==> src/rtl/fd_window_loader_if.sv <==
// Handshake and memory/register-file bus of the FAST window loader.
// master = loader side, slave = scanner / memory / detector side.
interface fd_window_loader_if #(
    parameter int ADDR_W = 15
);
    logic              start_valid;
    logic              start_ready;
    logic [7:0]        cx;
    logic [7:0]        cy;
    logic              mem_rd;
    logic [ADDR_W-1:0] mem_addr;
    logic [7:0]        mem_data;
    logic [4:0]        RegAddr;
    logic [7:0]        ReadData;
    logic              readEn;
    logic              det_done;
    logic              det_corner;
    logic              res_valid;
    logic              res_ready;
    logic              res_corner;
    logic              res_border;
    logic              res_timeout;
    logic [7:0]        res_x;
    logic [7:0]        res_y;

    modport master (
        input  start_valid, cx, cy, mem_data,
        input  det_done, det_corner, res_ready,
        output start_ready, mem_rd, mem_addr,
        output RegAddr, ReadData, readEn,
        output res_valid, res_corner, res_border,
        output res_timeout, res_x, res_y
    );

    modport slave (
        output start_valid, cx, cy, mem_data,
        output det_done, det_corner, res_ready,
        input  start_ready, mem_rd, mem_addr,
        input  RegAddr, ReadData, readEn,
        input  res_valid, res_corner, res_border,
        input  res_timeout, res_x, res_y
    );
endinterface

==> src/rtl/fd_window_loader.sv <==
// FAST window loader: fetches centre + 16 circle pixels into the
// register file, raises readEn and returns the tagged detector verdict.
module fd_window_loader #(
    parameter int IMG_W   = 160,
    parameter int IMG_H   = 120,
    parameter int ADDR_W  = 15,
    parameter int TIMEOUT = 63
) (
    input logic                clk,
    input logic                nRESET,
    fd_window_loader_if.master bus
);

    typedef enum logic [2:0] {
        IDLE,
        FETCH,
        DRAIN,
        EVAL,
        RESULT
    } state_t;

    localparam int CW = (TIMEOUT < 2) ? 1 : $clog2(TIMEOUT + 1);
    localparam logic [7:0] XMAX = 8'(IMG_W - 4);
    localparam logic [7:0] YMAX = 8'(IMG_H - 4);
    localparam logic [4:0] PARK = 5'd17;

    state_t            state;
    logic [7:0]        x_q;
    logic [7:0]        y_q;
    logic [4:0]        slot;
    logic              tag_v;
    logic [4:0]        tag_q;
    logic [CW-1:0]     wcnt;
    logic              mem_rd_q;
    logic [ADDR_W-1:0] mem_addr_q;
    logic [4:0]        reg_addr_q;
    logic [7:0]        read_data_q;
    logic              read_en_q;
    logic              res_valid_q;
    logic              res_corner_q;
    logic              res_border_q;
    logic              res_timeout_q;

    // Packed {dx,dy} as two 4-bit two's-complement offsets.
    function automatic logic [7:0] offs(input logic [4:0] s);
        case (s)
            5'd1:    offs = 8'h0D;
            5'd2:    offs = 8'h1D;
            5'd3:    offs = 8'h2E;
            5'd4:    offs = 8'h3F;
            5'd5:    offs = 8'h30;
            5'd6:    offs = 8'h31;
            5'd7:    offs = 8'h22;
            5'd8:    offs = 8'h13;
            5'd9:    offs = 8'h03;
            5'd10:   offs = 8'hF3;
            5'd11:   offs = 8'hE2;
            5'd12:   offs = 8'hD1;
            5'd13:   offs = 8'hD0;
            5'd14:   offs = 8'hDF;
            5'd15:   offs = 8'hEE;
            5'd16:   offs = 8'hFD;
            default: offs = 8'h00;
        endcase
    endfunction

    logic [4:0]        nxt_slot;
    logic [7:0]        off;
    logic [7:0]        px;
    logic [7:0]        py;
    logic [ADDR_W-1:0] nxt_addr;
    logic [ADDR_W-1:0] first_addr;
    logic              border;

    assign nxt_slot   = slot + 5'd1;
    assign off        = offs(nxt_slot);
    assign px         = x_q + {{4{off[7]}}, off[7:4]};
    assign py         = y_q + {{4{off[3]}}, off[3:0]};
    assign nxt_addr   = ADDR_W'(py) * ADDR_W'(IMG_W) + ADDR_W'(px);
    assign first_addr = ADDR_W'(bus.cy) * ADDR_W'(IMG_W) + ADDR_W'(bus.cx);
    assign border     = (bus.cx < 8'd3) | (bus.cy < 8'd3) |
                        (bus.cx > XMAX) | (bus.cy > YMAX);

    always_ff @(posedge clk or negedge nRESET) begin
        if (!nRESET) begin
            state         <= IDLE;
            x_q           <= '0;
            y_q           <= '0;
            slot          <= '0;
            tag_v         <= 1'b0;
            tag_q         <= '0;
            wcnt          <= '0;
            mem_rd_q      <= 1'b0;
            mem_addr_q    <= '0;
            reg_addr_q    <= PARK;
            read_data_q   <= '0;
            read_en_q     <= 1'b0;
            res_valid_q   <= 1'b0;
            res_corner_q  <= 1'b0;
            res_border_q  <= 1'b0;
            res_timeout_q <= 1'b0;
        end else begin
            // Slot tag follows its read by one cycle, data by two.
            tag_v       <= mem_rd_q;
            tag_q       <= slot;
            reg_addr_q  <= tag_v ? tag_q : PARK;
            read_data_q <= tag_v ? bus.mem_data : 8'd0;
            unique case (state)
                IDLE: begin
                    if (bus.start_valid) begin
                        x_q           <= bus.cx;
                        y_q           <= bus.cy;
                        res_corner_q  <= 1'b0;
                        res_timeout_q <= 1'b0;
                        res_border_q  <= border;
                        if (border) begin
                            state       <= RESULT;
                            res_valid_q <= 1'b1;
                        end else begin
                            state      <= FETCH;
                            slot       <= '0;
                            mem_rd_q   <= 1'b1;
                            mem_addr_q <= first_addr;
                        end
                    end
                end
                FETCH: begin
                    if (slot == 5'd16) begin
                        state    <= DRAIN;
                        mem_rd_q <= 1'b0;
                    end else begin
                        slot       <= nxt_slot;
                        mem_addr_q <= nxt_addr;
                    end
                end
                DRAIN: begin
                    state     <= EVAL;
                    read_en_q <= 1'b1;
                    wcnt      <= '0;
                end
                EVAL: begin
                    if (bus.det_done) begin
                        state        <= RESULT;
                        read_en_q    <= 1'b0;
                        res_valid_q  <= 1'b1;
                        res_corner_q <= bus.det_corner;
                    end else if (wcnt == CW'(TIMEOUT)) begin
                        state         <= RESULT;
                        read_en_q     <= 1'b0;
                        res_valid_q   <= 1'b1;
                        res_timeout_q <= 1'b1;
                    end else begin
                        wcnt <= wcnt + 1'b1;
                    end
                end
                RESULT: begin
                    if (bus.res_ready) begin
                        state       <= IDLE;
                        res_valid_q <= 1'b0;
                    end
                end
                default: state <= IDLE;
            endcase
        end
    end

    assign bus.start_ready = (state == IDLE);
    assign bus.mem_rd      = mem_rd_q;
    assign bus.mem_addr    = mem_addr_q;
    assign bus.RegAddr     = reg_addr_q;
    assign bus.ReadData    = read_data_q;
    assign bus.readEn      = read_en_q;
    assign bus.res_valid   = res_valid_q;
    assign bus.res_corner  = res_corner_q;
    assign bus.res_border  = res_border_q;
    assign bus.res_timeout = res_timeout_q;
    assign bus.res_x       = x_q;
    assign bus.res_y       = y_q;

endmodule

==> src/flat_wrapper.sv <==
// flat-port wrapper written by rule: the top's interface ports become plain ports
module fd_window_loader_flat 
#(
    parameter int IMG_W   = 160,
    parameter int IMG_H   = 120,
    parameter int ADDR_W  = 15,
    parameter int TIMEOUT = 63
)
  (clk, nRESET, bus_start_valid, bus_cx, bus_cy, bus_mem_data, bus_det_done, bus_det_corner, bus_res_ready, bus_start_ready, bus_mem_rd, bus_mem_addr, bus_RegAddr, bus_ReadData, bus_readEn, bus_res_valid, bus_res_corner, bus_res_border, bus_res_timeout, bus_res_x, bus_res_y);
  fd_window_loader_if #(.ADDR_W(ADDR_W)) bus_i ();
  input logic clk;
  input logic nRESET;
  input wire logic [$bits(bus_i.start_valid)-1:0] bus_start_valid;
  input wire logic [$bits(bus_i.cx)-1:0] bus_cx;
  input wire logic [$bits(bus_i.cy)-1:0] bus_cy;
  input wire logic [$bits(bus_i.mem_data)-1:0] bus_mem_data;
  input wire logic [$bits(bus_i.det_done)-1:0] bus_det_done;
  input wire logic [$bits(bus_i.det_corner)-1:0] bus_det_corner;
  input wire logic [$bits(bus_i.res_ready)-1:0] bus_res_ready;
  output wire logic [$bits(bus_i.start_ready)-1:0] bus_start_ready;
  output wire logic [$bits(bus_i.mem_rd)-1:0] bus_mem_rd;
  output wire logic [$bits(bus_i.mem_addr)-1:0] bus_mem_addr;
  output wire logic [$bits(bus_i.RegAddr)-1:0] bus_RegAddr;
  output wire logic [$bits(bus_i.ReadData)-1:0] bus_ReadData;
  output wire logic [$bits(bus_i.readEn)-1:0] bus_readEn;
  output wire logic [$bits(bus_i.res_valid)-1:0] bus_res_valid;
  output wire logic [$bits(bus_i.res_corner)-1:0] bus_res_corner;
  output wire logic [$bits(bus_i.res_border)-1:0] bus_res_border;
  output wire logic [$bits(bus_i.res_timeout)-1:0] bus_res_timeout;
  output wire logic [$bits(bus_i.res_x)-1:0] bus_res_x;
  output wire logic [$bits(bus_i.res_y)-1:0] bus_res_y;
  assign bus_i.start_valid = bus_start_valid;
  assign bus_i.cx = bus_cx;
  assign bus_i.cy = bus_cy;
  assign bus_i.mem_data = bus_mem_data;
  assign bus_i.det_done = bus_det_done;
  assign bus_i.det_corner = bus_det_corner;
  assign bus_i.res_ready = bus_res_ready;
  assign bus_start_ready = bus_i.start_ready;
  assign bus_mem_rd = bus_i.mem_rd;
  assign bus_mem_addr = bus_i.mem_addr;
  assign bus_RegAddr = bus_i.RegAddr;
  assign bus_ReadData = bus_i.ReadData;
  assign bus_readEn = bus_i.readEn;
  assign bus_res_valid = bus_i.res_valid;
  assign bus_res_corner = bus_i.res_corner;
  assign bus_res_border = bus_i.res_border;
  assign bus_res_timeout = bus_i.res_timeout;
  assign bus_res_x = bus_i.res_x;
  assign bus_res_y = bus_i.res_y;
  fd_window_loader #(.IMG_W(IMG_W), .IMG_H(IMG_H), .ADDR_W(ADDR_W), .TIMEOUT(TIMEOUT)) u_core (.clk(clk), .nRESET(nRESET), .bus(bus_i));
endmodule
==> config.mk <==
export PLATFORM = sky130hd
export DESIGN_NAME = fd_window_loader_flat
export DESIGN_NICKNAME = d
export VERILOG_FILES = /design/src/rtl/fd_window_loader_if.sv /design/src/rtl/fd_window_loader.sv /design/src/flat_wrapper.sv
export SDC_FILE = /design/constraint.sdc
export NUM_CORES = 1
export LEC_CHECK = 0
export BUFFER_PORTS_ARGS = -buffer_cell sky130_fd_sc_hd__buf_2
export CAP_MARGIN = 20
export CORE_ASPECT_RATIO = 1.1
export CORE_MARGIN = 2
export CORE_UTILIZATION = 57
export DETAILED_ROUTE_END_ITERATION = 6
export PLACE_DENSITY = 0.77
export SKIP_LAST_GASP = 1
export SLEW_MARGIN = 20
export SYNTH_ARGS = -nofsm -noshare
export SYNTH_HDL_FRONTEND = slang
export SYNTH_SLANG_ARGS = --single-unit
==> constraint.sdc <==
create_clock -name clk -period 5.8 [get_ports clk]
set_clock_uncertainty 0.05 [all_clocks]
set_input_delay 1.74 -clock clk [delete_from_list [all_inputs] [get_ports clk]]
set_output_delay 1.74 -clock clk [all_outputs]
set_load 0.01 [all_outputs]
After elaboration in Yosys (flattened, before gate mapping)
Memories as Yosys holds them, arrays and structs flattened.
Index checks and enable logic that the tools add are counted.
{"block": "classes", "add_sub_neg": 6, "mul": 2, "div_mod_pow": 0, "order_cmp": 4, "n_eq_ne": 17, "shifts": 0, "muxes": 38, "bitwise_logic": 3, "reduce_logical": 14}
{"operator": "two-way mux 15 bit", "n": 3}
{"operator": "adder 15 x 8 -> 15 bit", "n": 2}
{"operator": "case mux 15 bit (2 select lines)", "n": 1}
{"operator": "multiplier 8 x 3 -> 10 bit, second input constant", "n": 2}
{"operator": "two-way mux 5 bit", "n": 4}
{"operator": "two-way mux 3 bit", "n": 6}
{"operator": "adder 8 bit", "n": 2}
{"operator": "< comparator 8 x 2 -> 1 bit, second input constant", "n": 2}
{"operator": "AND reduction 4 bit", "n": 4}
{"operator": "case mux 3 bit (5 select lines)", "n": 1}
{"operator": "inequality test 2 bit, second input constant", "n": 7}
{"operator": "two-way mux 1 bit", "n": 13}
{"operator": "two-way mux 6 bit", "n": 2}
{"operator": "case mux 6 bit (2 select lines)", "n": 1}
{"operator": "case mux 5 bit (2 select lines)", "n": 1}
{"operator": "> comparator 8 x 7 -> 1 bit, second input constant", "n": 1}
{"operator": "> comparator 8 bit, second input constant", "n": 1}
{"operator": "two-way mux 8 bit", "n": 1}
{"operator": "case mux 1 bit (2 select lines)", "n": 4}
{"operator": "adder 6 x 1 -> 6 bit, second input constant", "n": 1}
{"operator": "equality test 3 x 2 -> 1 bit, second input constant", "n": 2}
{"operator": "equality test 6 bit, second input constant", "n": 1}
{"operator": "inequality test 2 x 1 -> 1 bit, second input constant", "n": 3}
{"operator": "AND reduction 3 bit", "n": 2}
{"operator": "12 further kinds", "n": 17}
{"block": "word_totals", "regBits": 70, "latch_bits": 0, "ramBits": 0, "romBits": 256, "wordCells": 101, "mem_count": 1}
{"name": "(name not given)", "words": 32, "width": 8, "rd": 1, "rd_clocked_by_memory_dff": 0, "wr": 0, "line": "fd_window_loader.sv:46", "text": "case (s)"}

Logic depth before layout (Yosys ltp)
Gate-level depths: netlist of run 1.
{"block": "depth", "word_depth": 7, "depth_mapped": 27, "depth_no_buf": 25}

Worst setup path after synthesis of run 1
OpenSTA, ideal clock, no wires.
{"block": "synth_timing", "path_kind": "register -> register", "startpoint": "register u_core.slot[1]", "endpoint": "register u_core.mem_addr_q[14], in the netlist u_core.bus.mem_addr[14]", "t_arrival_ps": 4857, "required_ps": 5621, "path_slack_ps": 763, "path_stages_with_launch": 24, "synth_period_minus_slack_ps": 5037, "path_cell_list": "dfrtp_1 ha_1 buf_6 buf_2 xor2_1 nor2_1 mux2_1 a21oi_1 o21ai_1 fa_1 a21o_1 a21o_1 a21o_1 a21oi_1 xnor2_1 ha_1 a21o_1 a31oi_1 and4bb_1 and3_1 o21a_1 a211oi_1 or3_1 nand3_1"}
{"block": "synth_between", "elab_chain_len": 7, "elab_cells_between_ends": 11}
{"element": "start, declared", "line": "fd_window_loader.sv:30", "text": "logic [4:0] slot;"}
{"element": "start signal, assigned", "line": "fd_window_loader.sv:132", "text": "slot <= nxt_slot;"}
{"element": "adder 5 x 1 -> 5 bit", "line": "fd_window_loader.sv:75", "text": "assign nxt_slot = slot + 5'd1;"}
{"element": "memory read (32 x 8 bit)"}
{"element": "adder 8 bit", "line": "fd_window_loader.sv:78", "text": "assign py = y_q + {{4{off[3]}}, off[3:0]};"}
{"element": "multiplier 8 x 3 -> 10 bit", "line": "fd_window_loader.sv:79", "text": "assign nxt_addr = ADDR_W'(py) * ADDR_W'(IMG_W) + ADDR_W'(px);"}
{"element": "adder 15 x 8 -> 15 bit", "line": "fd_window_loader.sv:79"}
{"element": "two-way mux 15 bit", "line": "fd_window_loader.sv:128", "text": "if (slot == 5'd16) begin"}
{"element": "case mux 15 bit (2 select lines)", "line": "fd_window_loader.sv:108", "text": "unique case (state)"}
{"element": "end signal, assigned", "line": "fd_window_loader.sv:123", "text": "mem_addr_q <= first_addr;"}
{"element": "end signal, assigned", "line": "fd_window_loader.sv:133", "text": "mem_addr_q <= nxt_addr;"}
{"element": "end, declared", "line": "fd_window_loader.sv:35", "text": "logic [ADDR_W-1:0] mem_addr_q;"}
Several ways; a longest one is shown, not always the timed one. The select of a mux whose other input is x is not followed.
A chain may end at the register's enable or synchronous reset.

Worst setup path after layout of run 1
Ends and elaborated chain as after synthesis.

==> impl_metrics.yaml, run 1 <==
yosys:
  synth_top_family_by_area: "simple AND/OR/NAND/NOR gates"
  ys_warn_count: 0
  seq_area_frac_synth: 0.356
  synth-simple-area-share: 0.174
  synth.area.top_cells: "dfrtp_1 (35%), ha_1 (12%), xnor2_1 (4.4%)"
  syn_area_per_cell_um2: 9.47
  synth_xor_area_frac: 0.0719
  synth_edf_count: 0
  synth_compound_gate_area_share: 0.151
  synthFlopType: "dfrtp_1"
  synthAdderAreaFrac: 0.146
  synth_fp_nets: 604
  async_reset_ff_frac: 1.00
  synth.area.mux_share: 0.0640
  synth_cell_types: 58
  syn-cell-area_um2: 4920
  ys_ff_latch: 70
  synth_top_area_share: 0.346
  synthCells: 520
  synth_top_area_cell: "dfrtp_1"
clocking:
  cts.repair.resized: 0
  clk_pin_slew_ns: 0.08
  cts-root-buf: "clkbuf_8"
  h-tree-depth: 3
  cts.path.max_buffers: 2
  cts-buffers-inserted: 9
  cts_tree: "done"
  clkLatencyLatePin_ns: 0.35
  cts_sinks: 70
  cts_hold_buf: 0
  post_cts_buffers: 0
setup_path:
  crit_start: "u_core.slot[1]$_DFFE_PN0P_"
  crit_path_end_kind: "flip-flop"
  required_ns: 5.98
  crit_fanout: 10
  reg2reg_from: "u_core.slot[1]$_DFFE_PN0P_"
  start_kind: "flip-flop"
  path_class: "reg -> reg"
  worst-endpoint-arrival_ns: 5.54
  critical_path.endpoint: "u_core.bus.mem_addr[14]$_DFFE_PN0P_"
  crit_path_max_incr_delay_ns: 0.52
  cp_num_cells: 22
  cp_common_cell: "ha_1"
  path_buf_inv: 3
  path_cells: "inv_1 -> ha_1 -> or4b_1 -> a21o_1 -> nand4_1 -> o21a_2 -> ha_1 -> inv_1 -> o21ai_0 -> xor2_1 -> ha_1 -> ha_1 -> inv_1 -> fa_1 -> nand2b_1 -> a21oi_1 -> xor2_2 -> and3_1 -> o21a_1 -> a211oi_1 -> or3_1 -> nand3_1"
  r2r_setup_slack_ns: 0.43
  r2r-end: "u_core.bus.mem_addr[14]$_DFFE_PN0P_"
  r2r_cells: 22
  crit_slowest_cell: "dfrtp_1"
  cp_top_family: "adder cells"
finish:
  multi_input_area_um2: 3030
  antenna_cells: 0
  layout_common_cells: "buf_2 (80), dfrtp_1 (67), ha_1 (47), nor2_1 (38), a21oi_1 (38)"
  fillCellCount: 698
  post_route_cells_drive_above_1_share: 0.223
  utilization: 0.685
  area_delta_synth_final_pct: 17.0
  final_cells: 722
  regArea_um2: 1760
  final_common_cell: "buf_2"
  nNetsFinal: 690
timing:
  setup-violations-final: 0
  tns_ns: 0
  period_needed_ns: 5.37
  whs_ns: 0.358
  fin_crit_sh: 0.925
  slew_viol_final: 0
  rsz0062_at_grt: "false"
  worst_slew_pin_slew_ns: 0.840
  relSlewSlack: 0.436
  fmax_ghz: 0.186
  hold_viol: 0
die:
  die_h_um: 101
  start_util: 0.586
  boundaryPins: 81
  die_area_um2: 9400
  core_area_um2: 8410
  die_w_um: 92.6
  fp-row-count: 35
global_route:
  antenna_found_initial: 0
  grt_pass1_vias: 4147
  overflow: 0
  grt_max_degree: 37
  grt_pass1_wl_um: 19100
  grt_usage: 0.258
routing:
  first_pass_iters: 4
  drc_errors: 0
  ant_nets: 0
  drt-total-wl_um: 11600
  vias: 4172
  drtIter0Drc: 105
  wl_per_cell_um: 16.1
  via_per_inst: 5.78
job:
  maxCapViolations: 0
placed_design:
  placed_cells: 706
  dp_hpwl_um: 8800
  numPortBuffers: 80
  place_congestion: 0.869
min_path:
  hp-class: "reg -> reg"
  hp-start: "u_core.bus.mem_rd$_DFFE_PN0P_"
run_status:
  status: "complete, no violations"
==> sequential cells by signal, indices dropped and copies added, names as in the netlist <==
| register | count |
|---|---|
| u_core.bus.mem_rd | 1 |
| u_core.wcnt | 6 |
| u_core.bus.mem_addr | 15 |
| u_core.bus.res_valid | 1 |
| u_core.bus.res_corner | 1 |
| u_core.tag_v | 1 |
| u_core.state | 3 |
| u_core.bus.RegAddr | 5 |
| u_core.bus.res_x | 8 |
| u_core.bus.readEn | 1 |
| u_core.bus.res_y | 8 |
| u_core.bus.res_timeout | 1 |
| u_core.bus.ReadData | 8 |
| u_core.slot | 5 |
| u_core.tag_q | 5 |
| u_core.bus.res_border | 1 |
==> synth_stat cells (3+ instances only) <==
cell type / number
nor3b_1: 7
a211oi_1: 6
nor3_1: 6
o211ai_1: 4
fa_1: 6
o21a_1: 4
and2_1: 14
inv_1: 28
o21ai_0: 28
o2111ai_1: 3
dfrtp_1: 68
nand3b_1: 4
nor2b_1: 16
a31oi_1: 5
nand2b_1: 11
a21oi_1: 38
xor2_1: 11
xnor2_1: 25
nor2_1: 38
mux2i_1: 9
a21o_1: 8
nand2_1: 29
nand3_1: 14
or3_1: 3
o21ai_1: 12
buf_2: 5
ha_1: 48
mux2_2: 15
clkbuf_1: 10
nand4_1: 4
mux2_1: 5
==> cell families after synthesis <==
kind of cell / after synthesis
buffers and inverters: 45
AOI/OAI and AO/OA: 124
adders and majority gates: 54
xor gates and xnor gates: 38
DFF: 70
and+or+nand+nor: 160
muxes: 29
==> layer usage <==
metal  share of wire  vias up  global-route usage
li1                -     2019                   -
met4           0.023        0               0.103
met1            0.40     2021               0.296
met3           0.040       21              0.0394
met2            0.53      111               0.482
met5               0        -                   0
==> stage by stage <==
| stage | area, µm² | setup slack [ns] |
|---|---|---|
| 2_1_floorplan | 4920 | 0.763 |
| 3_3_place_gp | 5480 | 0.594 |
| 3_5_place_dp | 5480 | 0.371 |
| 4_1_cts | 5730 | 0.258 |
| 5_1_grt | 5760 | 0.0442 |
| 6_report | 5760 | 0.433 |
==> worst min-delay path by stage <==
| stage | cells after the start | endpoint |
|---|---|---|
| 3_5_place_dp | 0 | u_core.tag_v$_DFF_PN0_ |
| 3_3_place_gp | 0 | u_core.tag_v$_DFF_PN0_ |
| 4_1_cts | 0 | u_core.tag_v$_DFF_PN0_ |
| 5_1_grt | 0 | u_core.tag_v$_DFF_PN0_ |
| 2_1_floorplan | 0 | u_core.tag_q[4]$_DFF_PN0_ |
| 6_report | 0 | u_core.tag_v$_DFF_PN0_ |
==> layout make-up <==
cell class	instances	area share
Clock buffer	11	0.0245
Tap cell	111	0.0241
Sequential cell	70	0.305
Clock inverter	5	0.0185
Inverter	28	0.0182
Multi-Input combinational cell	405	0.525
Timing Repair Buffer	92	0.0851
Power of run 1 is left out: the tool's default activity adds up to more than one toggle a clock period on the data nets, which glitch-free logic cannot reach.
==> inputs of run 2 (changes only) <==
ABC_AREA = 1   (was unset)
==> run 2 against run 1 <==
Maximum frequency is 7.4% higher. Synthesized area decreased by 0.91%. First-iteration DRC count is 130% higher. Critical path depth up 4. Cell count increased by 16%. Design area shrank 3.4%. Register-to-register slack better by 0.37 ns. Sequential share of layout area is 1.1 points higher. Count of clock-buffer cells in the layout down 2. Routed wire length up 1.2%. Highest routed layer unchanged.
==> impl_metrics.yaml, run 2 <==
run_status:
  status: "complete, no violations"
setup_path:
  crit_path_end_kind: "flip-flop"
  required_ns: 6.02
  crit_fanout: 10
  r2r_setup_slack_ns: 0.80
  start_kind: "flip-flop"
  worst-endpoint-arrival_ns: 5.22
  crit_start: "u_core.slot[1]$_DFFE_PN0P_"
  reg2reg_from: "u_core.slot[1]$_DFFE_PN0P_"
  path_class: "reg -> reg"
global_route:
  grt_pass1_vias: 4435
  grt_usage: 0.270
  antenna_found_initial: 0
  grt_pass1_wl_um: 20200
  overflow: 0
  grt_max_degree: 44
finish:
  largest_reg_flops: 15
  post_route_cells_drive_above_1_share: 0.168
  final_common_cell: "nand2_1"
  regArea_um2: 1750
  antenna_cells: 0
  layout_common_cells: "nand2_1 (154), inv_1 (106), buf_2 (79), dfrtp_1 (68), ha_1 (48)"
  area_delta_synth_final_pct: 14.1
  fillCellCount: 742
  nNetsFinal: 809
  multi_input_area_um2: 2660
timing:
  setup-violations-final: 0
  relSlewSlack: 0.457
  fmax_ghz: 0.200
  hold_viol: 0
  slew_viol_final: 0
  worst_slew_pin_slew_ns: 0.808
  period_needed_ns: 5.00
  rsz0062_at_grt: "false"
  fin_crit_sh: 0.862
  tns_ns: 0
min_path:
  hp-start: "u_core.bus.mem_rd$_DFFE_PN0P_"
  hp-class: "reg -> reg"
yosys:
  async_reset_ff_frac: 1.00
  ys_warn_count: 0
  synth_top_area_cell: "dfrtp_1"
  synth_fp_nets: 724
  synth_cell_types: 39
  yosysMostFrequentCell: "nand2_1"
  synth_edf_count: 0
  synth_top_area_share: 0.349
  synth.area.top_cells: "dfrtp_1 (35%), ha_1 (12%), nand2_1 (12%)"
  synthFlopType: "dfrtp_1"
  seq_area_frac_synth: 0.359
  syn-cell-area_um2: 4880
  synthCells: 640
  ys_top_cells_by_count: "nand2_1 (154), inv_1 (106), dfrtp_1 (68)"
  ys_ff_latch: 70
  syn_area_per_cell_um2: 7.62
routing:
  wl_per_cell_um: 14.0
  drc_errors: 0
  ant_nets: 0
  drtIter0Drc: 237
  vias: 4502
  first_pass_iters: 5
  drt-total-wl_um: 11700
  via_per_inst: 5.35
die:
  boundaryPins: 81
  die_area_um2: 9320
  die_h_um: 101
  die_w_um: 92.2
  start_util: 0.583
  fp-row-count: 35
  core_area_um2: 8360
clocking:
  cts.repair.resized: 0
  cts_tree: "done"
  post_cts_buffers: 0
  h-tree-depth: 3
  cts_sinks: 70
  cts-root-buf: "clkbuf_8"
  cts_hold_buf: 0
  cts-buffers-inserted: 9
  cts.path.max_buffers: 2
  clk_pin_slew_ns: 0.08
  clkLatencyLatePin_ns: 0.35
placed_design:
  place_congestion: 0.917
  numPortBuffers: 80
  dp_hpwl_um: 9230
job:
  maxCapViolations: 0
[run 2: cell types whose count changed after synthesis, sizes merged, moves of 15 or more]
cell,change
inv,+82
xnor2,-15
nand3,+26
nand2,+128
nor2b,-16
mux2,-20
[run 2: routing by layer]
metal | GRT usage | up-vias | part of all wire
met3 | 0.0464 | 36 | 0.048
met4 | 0.123 | 0 | 0.035
li1 | - | 2242 | -
met1 | 0.324 | 2093 | 0.42
met2 | 0.477 | 131 | 0.50
met5 | 0 | - | 0
[run 2: area by class of cell]
| cell class | count | share of cell area |
|---|---|---|
| Tap cell | 111 | 0.0249 |
| Clock buffer | 9 | 0.0223 |
| Sequential cell | 70 | 0.315 |
| Timing Repair Buffer | 83 | 0.0764 |
| Multi-Input combinational cell | 451 | 0.478 |
| Inverter | 110 | 0.0742 |
| Clock inverter | 7 | 0.00877 |
[run 2: worst paths after layout]
kind / end / depth (start not counted)
setup / recovery: u_core.bus.mem_addr[14]$_DFFE_PN0P_ / 26
hold / removal: u_core.tag_v$_DFF_PN0_ / 0
setup reg to reg: u_core.bus.mem_addr[14]$_DFFE_PN0P_ / 26
hold reg to reg: u_core.tag_v$_DFF_PN0_ / 0
max in group asynchronous: u_core.bus.mem_addr[2]$_DFFE_PN0P_ / 2
min in group asynchronous: u_core.bus.res_x[0]$_DFFE_PN0P_ / 1
[run 2: logic make-up (layout without fill, tap and decap cells)]
family	count (synthesis)	count (layout)	synth area share
AOI/OAI and AO/OA	108	108	0.128
xor gates and xnor gates	16	16	0.0287
buffers and inverters	119	209	0.0949
and+or+nand+nor	273	273	0.241
adders and majority gates	54	54	0.148
DFF	70	70	0.359
[run 2: metrics by stage]
stage	area (µm²)	hold WS, ns	std cells	worst slack [ns]	utilization
detailed placement	5390	0.356	825	0.992	0.645
floorplan	4880	0.305	640	1.54	-
global route	5570	0.394	841	0.240	0.666
global placement	5390	0.349	825	1.19	0.645
CTS	5560	0.374	841	0.874	0.665
finish	5570	0.369	841	0.802	0.666
[run 2: critical path, stage by stage (launching register included)]
cell     delay (ns)
dfrtp_1        0.52
ha_1           0.28
nand2_1        0.10
nand2_2        0.19
nand2_2        0.09
o21ai_4        0.22
nand2_1        0.14
inv_1          0.17
ha_1           0.30
a21oi_1        0.20
nand2_1        0.13
xnor2_1        0.16
inv_1          0.09
ha_1           0.30
ha_1           0.18
inv_1          0.06
fa_1           0.41
xnor2_1        0.28
nand4_1        0.16
or2_2          0.31
nor2_1         0.09
inv_1          0.06
nor2_1         0.14
inv_1          0.05
nand2_1        0.06
nand3_1        0.06
a21oi_1        0.13
Power of run 2 is left out for the same reason.
